[config.mk]
export PLATFORM = sky130hd
export DESIGN_NAME = chan_readout_scheduler_flat
export DESIGN_NICKNAME = d
export VERILOG_FILES = /design/src/rtl/chan_readout_scheduler_if.sv /design/src/rtl/chan_readout_scheduler.sv /design/src/flat_wrapper.sv
export SDC_FILE = /design/constraint.sdc
export NUM_CORES = 1
export LEC_CHECK = 0
export ABC_AREA = 0
export CORE_ASPECT_RATIO = 1.75
export CORE_MARGIN = 2
export CORE_UTILIZATION = 47
export DETAILED_ROUTE_END_ITERATION = 10
export PLACE_DENSITY = 0.81
export SLEW_MARGIN = 20
export SYNTH_ARGS = -nofsm -noshare
export SYNTH_HDL_FRONTEND = slang
export SYNTH_SLANG_ARGS = --single-unit
[constraint.sdc]
create_clock -name clk -period 3.67 [get_ports clk]
set_clock_uncertainty 0.15 [all_clocks]
set_input_delay 1.101 -clock clk [delete_from_list [all_inputs] [get_ports clk]]
set_output_delay 1.101 -clock clk [all_outputs]
set_load 0.02 [all_outputs]
[src/rtl/chan_readout_scheduler_if.sv]
// ============================================================================
// Module   : chan_readout_scheduler_if
// Brief    : Fill/command/event handshake bundle for the readout scheduler.
// Revision : 1.0
// ============================================================================
`default_nettype none

interface chan_readout_scheduler_if #(
    parameter int NCHAN = 5
);
    logic [NCHAN-1:0] chan_en_mask;
    logic             fill_valid;
    logic [23:0]      fill_num;
    logic             fill_ready;
    logic             cmd_valid;
    logic [31:0]      cmd_data;
    logic [3:0]       cmd_dest;
    logic             cmd_ready;
    logic             chan_done;
    logic             evt_valid;
    logic [23:0]      evt_fill_num;
    logic [NCHAN-1:0] evt_ok_mask;
    logic [NCHAN-1:0] evt_err_mask;
    logic             evt_ready;
    logic             busy;
    logic [15:0]      timeout_cnt;

    modport master (
        input  chan_en_mask, fill_valid, fill_num, cmd_ready, chan_done, evt_ready,
        output fill_ready, cmd_valid, cmd_data, cmd_dest, evt_valid, evt_fill_num,
               evt_ok_mask, evt_err_mask, busy, timeout_cnt
    );

    modport slave (
        output chan_en_mask, fill_valid, fill_num, cmd_ready, chan_done, evt_ready,
        input  fill_ready, cmd_valid, cmd_data, cmd_dest, evt_valid, evt_fill_num,
               evt_ok_mask, evt_err_mask, busy, timeout_cnt
    );
endinterface

`default_nettype wire

[src/rtl/chan_readout_scheduler.sv]
// ============================================================================
// Module   : chan_readout_scheduler
// Brief    : Per-fill channel readout sequencer with per-channel timeout.
// Revision : 1.0
// ============================================================================
`default_nettype none

module chan_readout_scheduler #(
    parameter int          NCHAN    = 5,
    parameter int          TIMEOUT  = 1023,
    parameter logic [31:0] CMD_WORD = 32'hBAADF00D
) (
    input  wire logic                 clk,
    input  wire logic                 rst,
    chan_readout_scheduler_if.master  bus
);

    localparam logic [3:0]  c_last_idx  = 4'(NCHAN - 1);
    localparam logic [15:0] c_wait_last = 16'(TIMEOUT - 1);

    typedef enum logic [2:0] {
        S_IDLE   = 3'd0,
        S_FIND   = 3'd1,
        S_SEND   = 3'd2,
        S_WAIT   = 3'd3,
        S_REPORT = 3'd4
    } state_t;

    state_t           r_state;
    logic [3:0]       r_idx;
    logic [15:0]      r_wait_cnt;
    logic [NCHAN-1:0] r_mask;
    logic [23:0]      r_fill_num;
    logic [NCHAN-1:0] r_ok;
    logic [NCHAN-1:0] r_err;
    logic [15:0]      r_timeout_cnt;
    logic             r_fill_ready;
    logic             r_busy;
    logic             r_cmd_valid;
    logic [31:0]      r_cmd_data;
    logic [3:0]       r_cmd_dest;
    logic             r_evt_valid;

    // Widen to 16 so a 4-bit index selects cleanly for any legal NCHAN.
    logic [15:0]      w_mask_ext;
    logic [15:0]      w_onehot;
    logic [NCHAN-1:0] w_idx_bit;
    logic             w_mask_bit;
    logic             w_last;
    logic             w_wait_last;

    assign w_mask_ext  = 16'(r_mask);
    assign w_onehot    = 16'd1 << r_idx;
    assign w_idx_bit   = w_onehot[NCHAN-1:0];
    assign w_mask_bit  = w_mask_ext[r_idx];
    assign w_last      = (r_idx == c_last_idx);
    assign w_wait_last = (r_wait_cnt == c_wait_last);

    always_ff @(posedge clk or posedge rst) begin
        if (rst) begin
            r_state       <= S_IDLE;
            r_idx         <= 4'd0;
            r_wait_cnt    <= 16'd0;
            r_mask        <= '0;
            r_fill_num    <= 24'd0;
            r_ok          <= '0;
            r_err         <= '0;
            r_timeout_cnt <= 16'd0;
            r_fill_ready  <= 1'b1;
            r_busy        <= 1'b0;
            r_cmd_valid   <= 1'b0;
            r_cmd_data    <= 32'd0;
            r_cmd_dest    <= 4'd0;
            r_evt_valid   <= 1'b0;
        end else begin
            case (r_state)
                S_IDLE: begin
                    if (bus.fill_valid) begin
                        r_fill_num   <= bus.fill_num;
                        r_mask       <= bus.chan_en_mask;
                        r_idx        <= 4'd0;
                        r_ok         <= '0;
                        r_err        <= '0;
                        r_fill_ready <= 1'b0;
                        r_busy       <= 1'b1;
                        r_state      <= S_FIND;
                    end
                end
                S_FIND: begin
                    if (w_mask_bit) begin
                        r_cmd_valid <= 1'b1;
                        r_cmd_data  <= CMD_WORD;
                        r_cmd_dest  <= r_idx;
                        r_state     <= S_SEND;
                    end else if (w_last) begin
                        r_evt_valid <= 1'b1;
                        r_state     <= S_REPORT;
                    end else begin
                        r_idx <= r_idx + 4'd1;
                    end
                end
                S_SEND: begin
                    if (bus.cmd_ready) begin
                        r_cmd_valid <= 1'b0;
                        r_cmd_data  <= 32'd0;
                        r_cmd_dest  <= 4'd0;
                        r_wait_cnt  <= 16'd0;
                        r_state     <= S_WAIT;
                    end
                end
                S_WAIT: begin
                    r_wait_cnt <= r_wait_cnt + 16'd1;
                    if (bus.chan_done || w_wait_last) begin
                        // A done pulse on the timeout cycle still counts as success.
                        if (bus.chan_done) begin
                            r_ok <= r_ok | w_idx_bit;
                        end else begin
                            r_err <= r_err | w_idx_bit;
                            if (r_timeout_cnt != 16'hFFFF) begin
                                r_timeout_cnt <= r_timeout_cnt + 16'd1;
                            end
                        end
                        if (w_last) begin
                            r_evt_valid <= 1'b1;
                            r_state     <= S_REPORT;
                        end else begin
                            r_idx   <= r_idx + 4'd1;
                            r_state <= S_FIND;
                        end
                    end
                end
                S_REPORT: begin
                    if (bus.evt_ready) begin
                        r_evt_valid  <= 1'b0;
                        r_fill_ready <= 1'b1;
                        r_busy       <= 1'b0;
                        r_state      <= S_IDLE;
                    end
                end
                default: begin
                    r_state      <= S_IDLE;
                    r_fill_ready <= 1'b1;
                    r_busy       <= 1'b0;
                    r_cmd_valid  <= 1'b0;
                    r_evt_valid  <= 1'b0;
                end
            endcase
        end
    end

    assign bus.fill_ready   = r_fill_ready;
    assign bus.cmd_valid    = r_cmd_valid;
    assign bus.cmd_data     = r_cmd_data;
    assign bus.cmd_dest     = r_cmd_dest;
    assign bus.evt_valid    = r_evt_valid;
    assign bus.evt_fill_num = r_fill_num;
    assign bus.evt_ok_mask  = r_ok;
    assign bus.evt_err_mask = r_err;
    assign bus.busy         = r_busy;
    assign bus.timeout_cnt  = r_timeout_cnt;

endmodule

`default_nettype wire

[src/flat_wrapper.sv]
// flat-port wrapper written by rule: the top's interface ports become plain ports
module chan_readout_scheduler_flat 
#(
    parameter int          NCHAN    = 5,
    parameter int          TIMEOUT  = 1023,
    parameter logic [31:0] CMD_WORD = 32'hBAADF00D
)
  (clk, rst, bus_chan_en_mask, bus_fill_valid, bus_fill_num, bus_cmd_ready, bus_chan_done, bus_evt_ready, bus_fill_ready, bus_cmd_valid, bus_cmd_data, bus_cmd_dest, bus_evt_valid, bus_evt_fill_num, bus_evt_ok_mask, bus_evt_err_mask, bus_busy, bus_timeout_cnt);
  chan_readout_scheduler_if #(.NCHAN(NCHAN)) bus_i ();
  input  wire logic clk;
  input  wire logic rst;
  input wire logic [$bits(bus_i.chan_en_mask)-1:0] bus_chan_en_mask;
  input wire logic [$bits(bus_i.fill_valid)-1:0] bus_fill_valid;
  input wire logic [$bits(bus_i.fill_num)-1:0] bus_fill_num;
  input wire logic [$bits(bus_i.cmd_ready)-1:0] bus_cmd_ready;
  input wire logic [$bits(bus_i.chan_done)-1:0] bus_chan_done;
  input wire logic [$bits(bus_i.evt_ready)-1:0] bus_evt_ready;
  output wire logic [$bits(bus_i.fill_ready)-1:0] bus_fill_ready;
  output wire logic [$bits(bus_i.cmd_valid)-1:0] bus_cmd_valid;
  output wire logic [$bits(bus_i.cmd_data)-1:0] bus_cmd_data;
  output wire logic [$bits(bus_i.cmd_dest)-1:0] bus_cmd_dest;
  output wire logic [$bits(bus_i.evt_valid)-1:0] bus_evt_valid;
  output wire logic [$bits(bus_i.evt_fill_num)-1:0] bus_evt_fill_num;
  output wire logic [$bits(bus_i.evt_ok_mask)-1:0] bus_evt_ok_mask;
  output wire logic [$bits(bus_i.evt_err_mask)-1:0] bus_evt_err_mask;
  output wire logic [$bits(bus_i.busy)-1:0] bus_busy;
  output wire logic [$bits(bus_i.timeout_cnt)-1:0] bus_timeout_cnt;
  assign bus_i.chan_en_mask = bus_chan_en_mask;
  assign bus_i.fill_valid = bus_fill_valid;
  assign bus_i.fill_num = bus_fill_num;
  assign bus_i.cmd_ready = bus_cmd_ready;
  assign bus_i.chan_done = bus_chan_done;
  assign bus_i.evt_ready = bus_evt_ready;
  assign bus_fill_ready = bus_i.fill_ready;
  assign bus_cmd_valid = bus_i.cmd_valid;
  assign bus_cmd_data = bus_i.cmd_data;
  assign bus_cmd_dest = bus_i.cmd_dest;
  assign bus_evt_valid = bus_i.evt_valid;
  assign bus_evt_fill_num = bus_i.evt_fill_num;
  assign bus_evt_ok_mask = bus_i.evt_ok_mask;
  assign bus_evt_err_mask = bus_i.evt_err_mask;
  assign bus_busy = bus_i.busy;
  assign bus_timeout_cnt = bus_i.timeout_cnt;
  chan_readout_scheduler #(.NCHAN(NCHAN), .TIMEOUT(TIMEOUT), .CMD_WORD(CMD_WORD)) u_core (.clk(clk), .rst(rst), .bus(bus_i));
endmodule
# Word level (Yosys, flattened, before mapping)
# Cells that the tools add are included.
# op_classes
addsub	3
n_lt_le_gt_ge	1
n_eq_ne	16
shift	1
mux	43
bitwise	6
reduce_logical	20
# ops
op	count
32-bit 2-to-1 mux	2
32-bit one-hot mux with 2 select lines	1
16-bit by 1-bit adder with 16-bit output, second input constant	2
16-bit one-hot mux with 2 select lines	1
5-bit 2-to-1 mux	5
4-bit 2-to-1 mux	6
3-bit 2-to-1 mux	7
5-bit one-hot mux with 2 select lines	2
4-bit AND reduction	5
16-bit by 10-bit == test with 1-bit output, second input constant	1
16-bit 2-to-1 mux	1
16-bit != test, second input constant	1
3-bit one-hot mux with 5 select lines	1
2-bit != test, second input constant	6
4-bit one-hot mux with 3 select lines	1
1-bit 2-to-1 mux	10
5-bit bitwise OR	2
1-bit one-hot mux with 3 select lines	3
3-bit AND reduction	3
4-bit one-hot mux with 2 select lines	1
3-bit by 2-bit == test with 1-bit output, second input constant	2
2-bit nonzero test	3
3-bit OR reduction	2
4-bit by 5-bit < comparator with 1-bit output, second input constant	1
other kinds (16)	21
# word_totals
regBits	118
in_bits	35
out_inout_bits	90
wordCells	104

# Longest topological paths before layout
# depth
depth_word	5
ltp_mapped	8
depth_no_buf	7

# Worst setup path before layout
# No wires, ideal clock.
# synth_timing
path_type	reg-to-reg
startpoint	reg u_core.r_wait_cnt[0]
endpoint	reg u_core.r_timeout_cnt[14] (netlist: u_core.bus.timeout_cnt[14])
setup_time_ns	0.128
arrival_time_ns	2.371
t_required_ns	3.392
path_slack_ns	1.022
stages_incl_launch_ff	8
path_buffers	0
period_less_slack_ns	2.648
path_cell_list	dfrtp_1 inv_1 ha_1 or4b_1 or4_4 nor4_4 nand4_1 mux2_1
# synth_between
elab_chain_len	3
# synth_lines
item	line	source
start: declaration	chan_readout_scheduler.sv:31	logic [15:0] r_wait_cnt;
start signal: assignment	chan_readout_scheduler.sv:112	r_wait_cnt <= r_wait_cnt + 16'd1;
16-bit by 10-bit == test with 1-bit output	chan_readout_scheduler.sv:57	assign w_wait_last = (r_wait_cnt == c_wait_last);
1-bit logical OR	chan_readout_scheduler.sv:113	if (bus.chan_done || w_wait_last) begin
4-bit AND reduction (no line)	n/a	
end signal: assignment	chan_readout_scheduler.sv:120	r_timeout_cnt <= r_timeout_cnt + 16'd1;
end: declaration	chan_readout_scheduler.sv:36	logic [15:0] r_timeout_cnt;
# Every way passes these cells.
# A chain may end at the register's enable or synchronous reset.

# Worst setup path in the final report
# layout_timing
startpoint	in bus_chan_done
endpoint	reg u_core.r_timeout_cnt[5] (netlist: u_core.bus.timeout_cnt[5])
# layout_between
elab_chain_len	2
word_cells_on_any_way	3
cone_classes	bitwise (1); reduce/logical (2)
# layout_lines
item	line	source
start: declaration	flat_wrapper.sv:16	input wire logic [$bits(bus_i.chan_done)-1:0] bus_chan_done;
1-bit logical OR or 1-bit inverter (tied branches)	n/a	
4-bit AND reduction (no line) (*)	n/a	
# Every way passes the cells marked *; elsewhere a longest branch is shown, timed or not.

==> run summary <==
Run status - complete, no violations
Footprint of the multi-input gates - 0.00175 mm²
Post-DP HPWL - 7310 µm
Post-CTS setup buffer count - 0
Cells after synthesis - 445
Iteration-0 DRC Markers - 204
Root buffer cell - clkbuf_16
Slowest stage delay, CP - 0.56 ns
Row count - 45
Die area - 0.00978 mm²
Area grow syn2layout - 32.0%
Crit path DAT - 3.02 ns
Die H - 129 µm
Sequential share of the synthesized area - 51.7%
Setup violators final - 0
Crit start category - primary input
Clk slew on worst S/H paths - 0.06 ns
Max-slew violations - 0
WP depth - 5
Global placer's final weighted congestion - 0.829
Top-count cell post-synth - nand2_1
RSZ-0062 raised after global routing - false
Post-CTS Hold Buffers - 0
Routed len/inst - 14.9 µm
Gr usage total - 22.0%
Final Cell Area - 0.00557 mm²
Yosys cell types - 52
Pre-antenna DRT Iters - 4
Worst r2r src - u_core.r_wait_cnt[0]$_DFFE_PP0P_
Worst VDD drop - 0.462 mV
Placeable Area - 0.00873 mm²
Initial antenna violation count - 0
Minimum clock period - 2.96 ns
Clock Latency Late Sink - 0.34 ns
Area share of the largest cell type after synthesis - 51.0%
Delay-heaviest family, CP - simple AND/OR/NAND/NOR gates
Global-route wire length before repair - 16500 µm
Slew margin rel. - 53.9%
Largest net degree at the start of global routing - 45
DRC errors left - 0
H-tree levels - 3
Reg2reg setup slack - 0.72 ns
EDFF count, synth - 0
Ys flop type - dfrtp_1
Ys Warns - 0
Overall power - 4110 µW
I/O Pins - 125
Final TNS setup - 0 ns
Port bufs - 109
Final worst slack - 0.711 ns
Num CTS Buffers - 9
CP bufs+invs - 1
Worst path slowest cell - a311oi_4
Initial Utilization - 48.3%
Top post-synthesis cells by area - dfrtp_1, nand2_1, buf_4
Power per cell area - 738 mW/mm²
Post-synth top area cell - dfrtp_1
Crit path from - bus_chan_done
Crit. End Element - register
Reg2reg end - u_core.bus.timeout_cnt[5]$_DFFE_PP0P_
Setup CP Type - primary input to register
Ys async rst share - 100%
#FFs+latches synth - 87
Area of the mapped netlist - 0.00422 mm²
# nets final - 580
Post-cts gate resize count - 0
Static leakage - 0.00257 µW
Number of global-route vias before repair - 3480
Worst-path maximum fanout - 14
Fmax - 0.338 GHz
CP Capture Point - u_core.bus.timeout_cnt[5]$_DFFE_PP0P_
DR vias - 3414
Top post-synthesis cells by count - nand2_1, dfrtp_1, buf_4
Clock sink total - 87
Worst-case reg-to-reg path depth - 7
Layout cell share with drive strength beyond 1 - 5.17%
Die X - 75.6 µm
Measured slew at the worst slew-check pin - 0.687 ns
Buffer depth of the longest clock path - 2
Final period util - 80.6%
Final Hold Fails - 0
CP required - 3.73 ns
Fillers - 698
Reg area - 0.00218 mm²
Post-route ant nets - 0
MaxCap Viol Count - 0
Total wire length - 9820 µm
Via-to-Cell Ratio - 5.18
Avg Cell Area, Syn - 9.48 µm²
GRT overflow - 0
Placed Area - 0.00527 mm²
CTS tree - built
N_diodes - 0
CP Cell Sequence - clkdlybuf4s50_1 -> or3_1 -> a311oi_4 -> nand4_1 -> xnor2_1
Hold crit path type - register to register
Pre-CTS setup slack - 0.369 ns
[how the worst min path moves through the flow]
stage                     cells after the start  slack, ns                                 endpoint                               startpoint
final                                         2       0.32  u_core.bus.evt_fill_num[18]$_DFFE_PP0P_  u_core.bus.evt_fill_num[18]$_DFFE_PP0P_
after detailed placement                      2       0.31  u_core.bus.evt_fill_num[18]$_DFFE_PP0P_  u_core.bus.evt_fill_num[18]$_DFFE_PP0P_
after floorplan                               1       0.29        u_core.r_wait_cnt[15]$_DFFE_PP0P_        u_core.r_wait_cnt[15]$_DFFE_PP0P_
after global placement                        2       0.31   u_core.bus.evt_err_mask[4]$_DFFE_PP0P_   u_core.bus.evt_err_mask[4]$_DFFE_PP0P_
after global routing                          1       0.34         u_core.r_wait_cnt[9]$_DFFE_PP0P_         u_core.r_wait_cnt[9]$_DFFE_PP0P_
after CTS                                     1       0.32         u_core.r_wait_cnt[9]$_DFFE_PP0P_         u_core.r_wait_cnt[9]$_DFFE_PP0P_
[per-layer routing]
layer | wire length, µm | vias up | track usage [%]
li1 | - | 1638 | -
met1 | 3570 | 1653 | 25.0
met2 | 5380 | 104 | 37.3
met3 | 616 | 19 | 6.07
met4 | 248 | 0 | 10.5
met5 | 0 | - | 0
[cell families (layout without fill, tap and decap cells)]
kind of cell | count (synthesis) | count (layout) | share of synthesized area, %
AOI/OAI and AO/OA | 52 | 52 | 8.19
xor gates and xnor gates | 13 | 13 | 2.70
adders and majority gates | 8 | 8 | 2.37
buffers and inverters | 59 | 142 | 8.19
DFF | 87 | 87 | 51.7
muxes | 14 | 14 | 3.44
other | 1 | 15 | 0.0889
and+or+nand+nor | 211 | 211 | 23.4
[through the flow]
step	hold WS [ns]	cells	utilization, %
after floorplan	0.288	459	-
after global placement	0.308	643	60.3
after detailed placement	0.312	643	60.3
after CTS	0.324	659	63.8
after global routing	0.344	659	63.8
final	0.321	659	63.8
[cells in the final DEF, fill, tap and decap left out, types with 8 or more instances in the layout]
cell,count
nand4_1,9
ha_1,8
nand3_1,23
xnor2_1,12
inv_1,9
nand2_1,114
clkdlybuf4s50_1,109
dfrtp_1,86
nor2_1,21
conb_1,15
o21ai_1,18
clkbuf_16,9
mux2i_1,10
[flip-flops by register name, summed over array words and instances (netlist names), 3 cells and up]
register	count
u_core.r_state	3
u_core.r_mask	5
u_core.r_idx	4
u_core.r_wait_cnt	16
u_core.bus.evt_fill_num	24
u_core.bus.timeout_cnt	16
u_core.bus.cmd_dest	4
u_core.bus.evt_err_mask	5
u_core.bus.evt_ok_mask	5
[area by class of cell]
type / count / share of cell area [%]
clock buffers: 11 / 4.36
clock inverters: 5 / 1.03
inverters: 10 / 0.697
multi-input cells: 313 / 31.4
flip-flops and latches: 87 / 39.1
well taps: 117 / 2.63
repair buffers: 116 / 20.8
[report_power, final]
group	internal [µW]	total, µW	switching, µW	leakage, µW
Sequential	1230	1470	241	0.00114
Combinational	764	1720	960	0.00128
Clock	546	907	361	0.000149
[worst reg2reg max path: cells and delay by family, from the launching register on]
kind,cells,cell delay [ns]
adder cells (fa/ha/maj),1,0.13
AND/OR/NAND/NOR,3,1.22
AO/OA/AOI/OAI,1,0.63
XOR/XNOR,1,0.18
flip-flops,1,0.43
buffers and inverters,1,0.08
No activity file was read; power rests on OpenSTA's default activity.
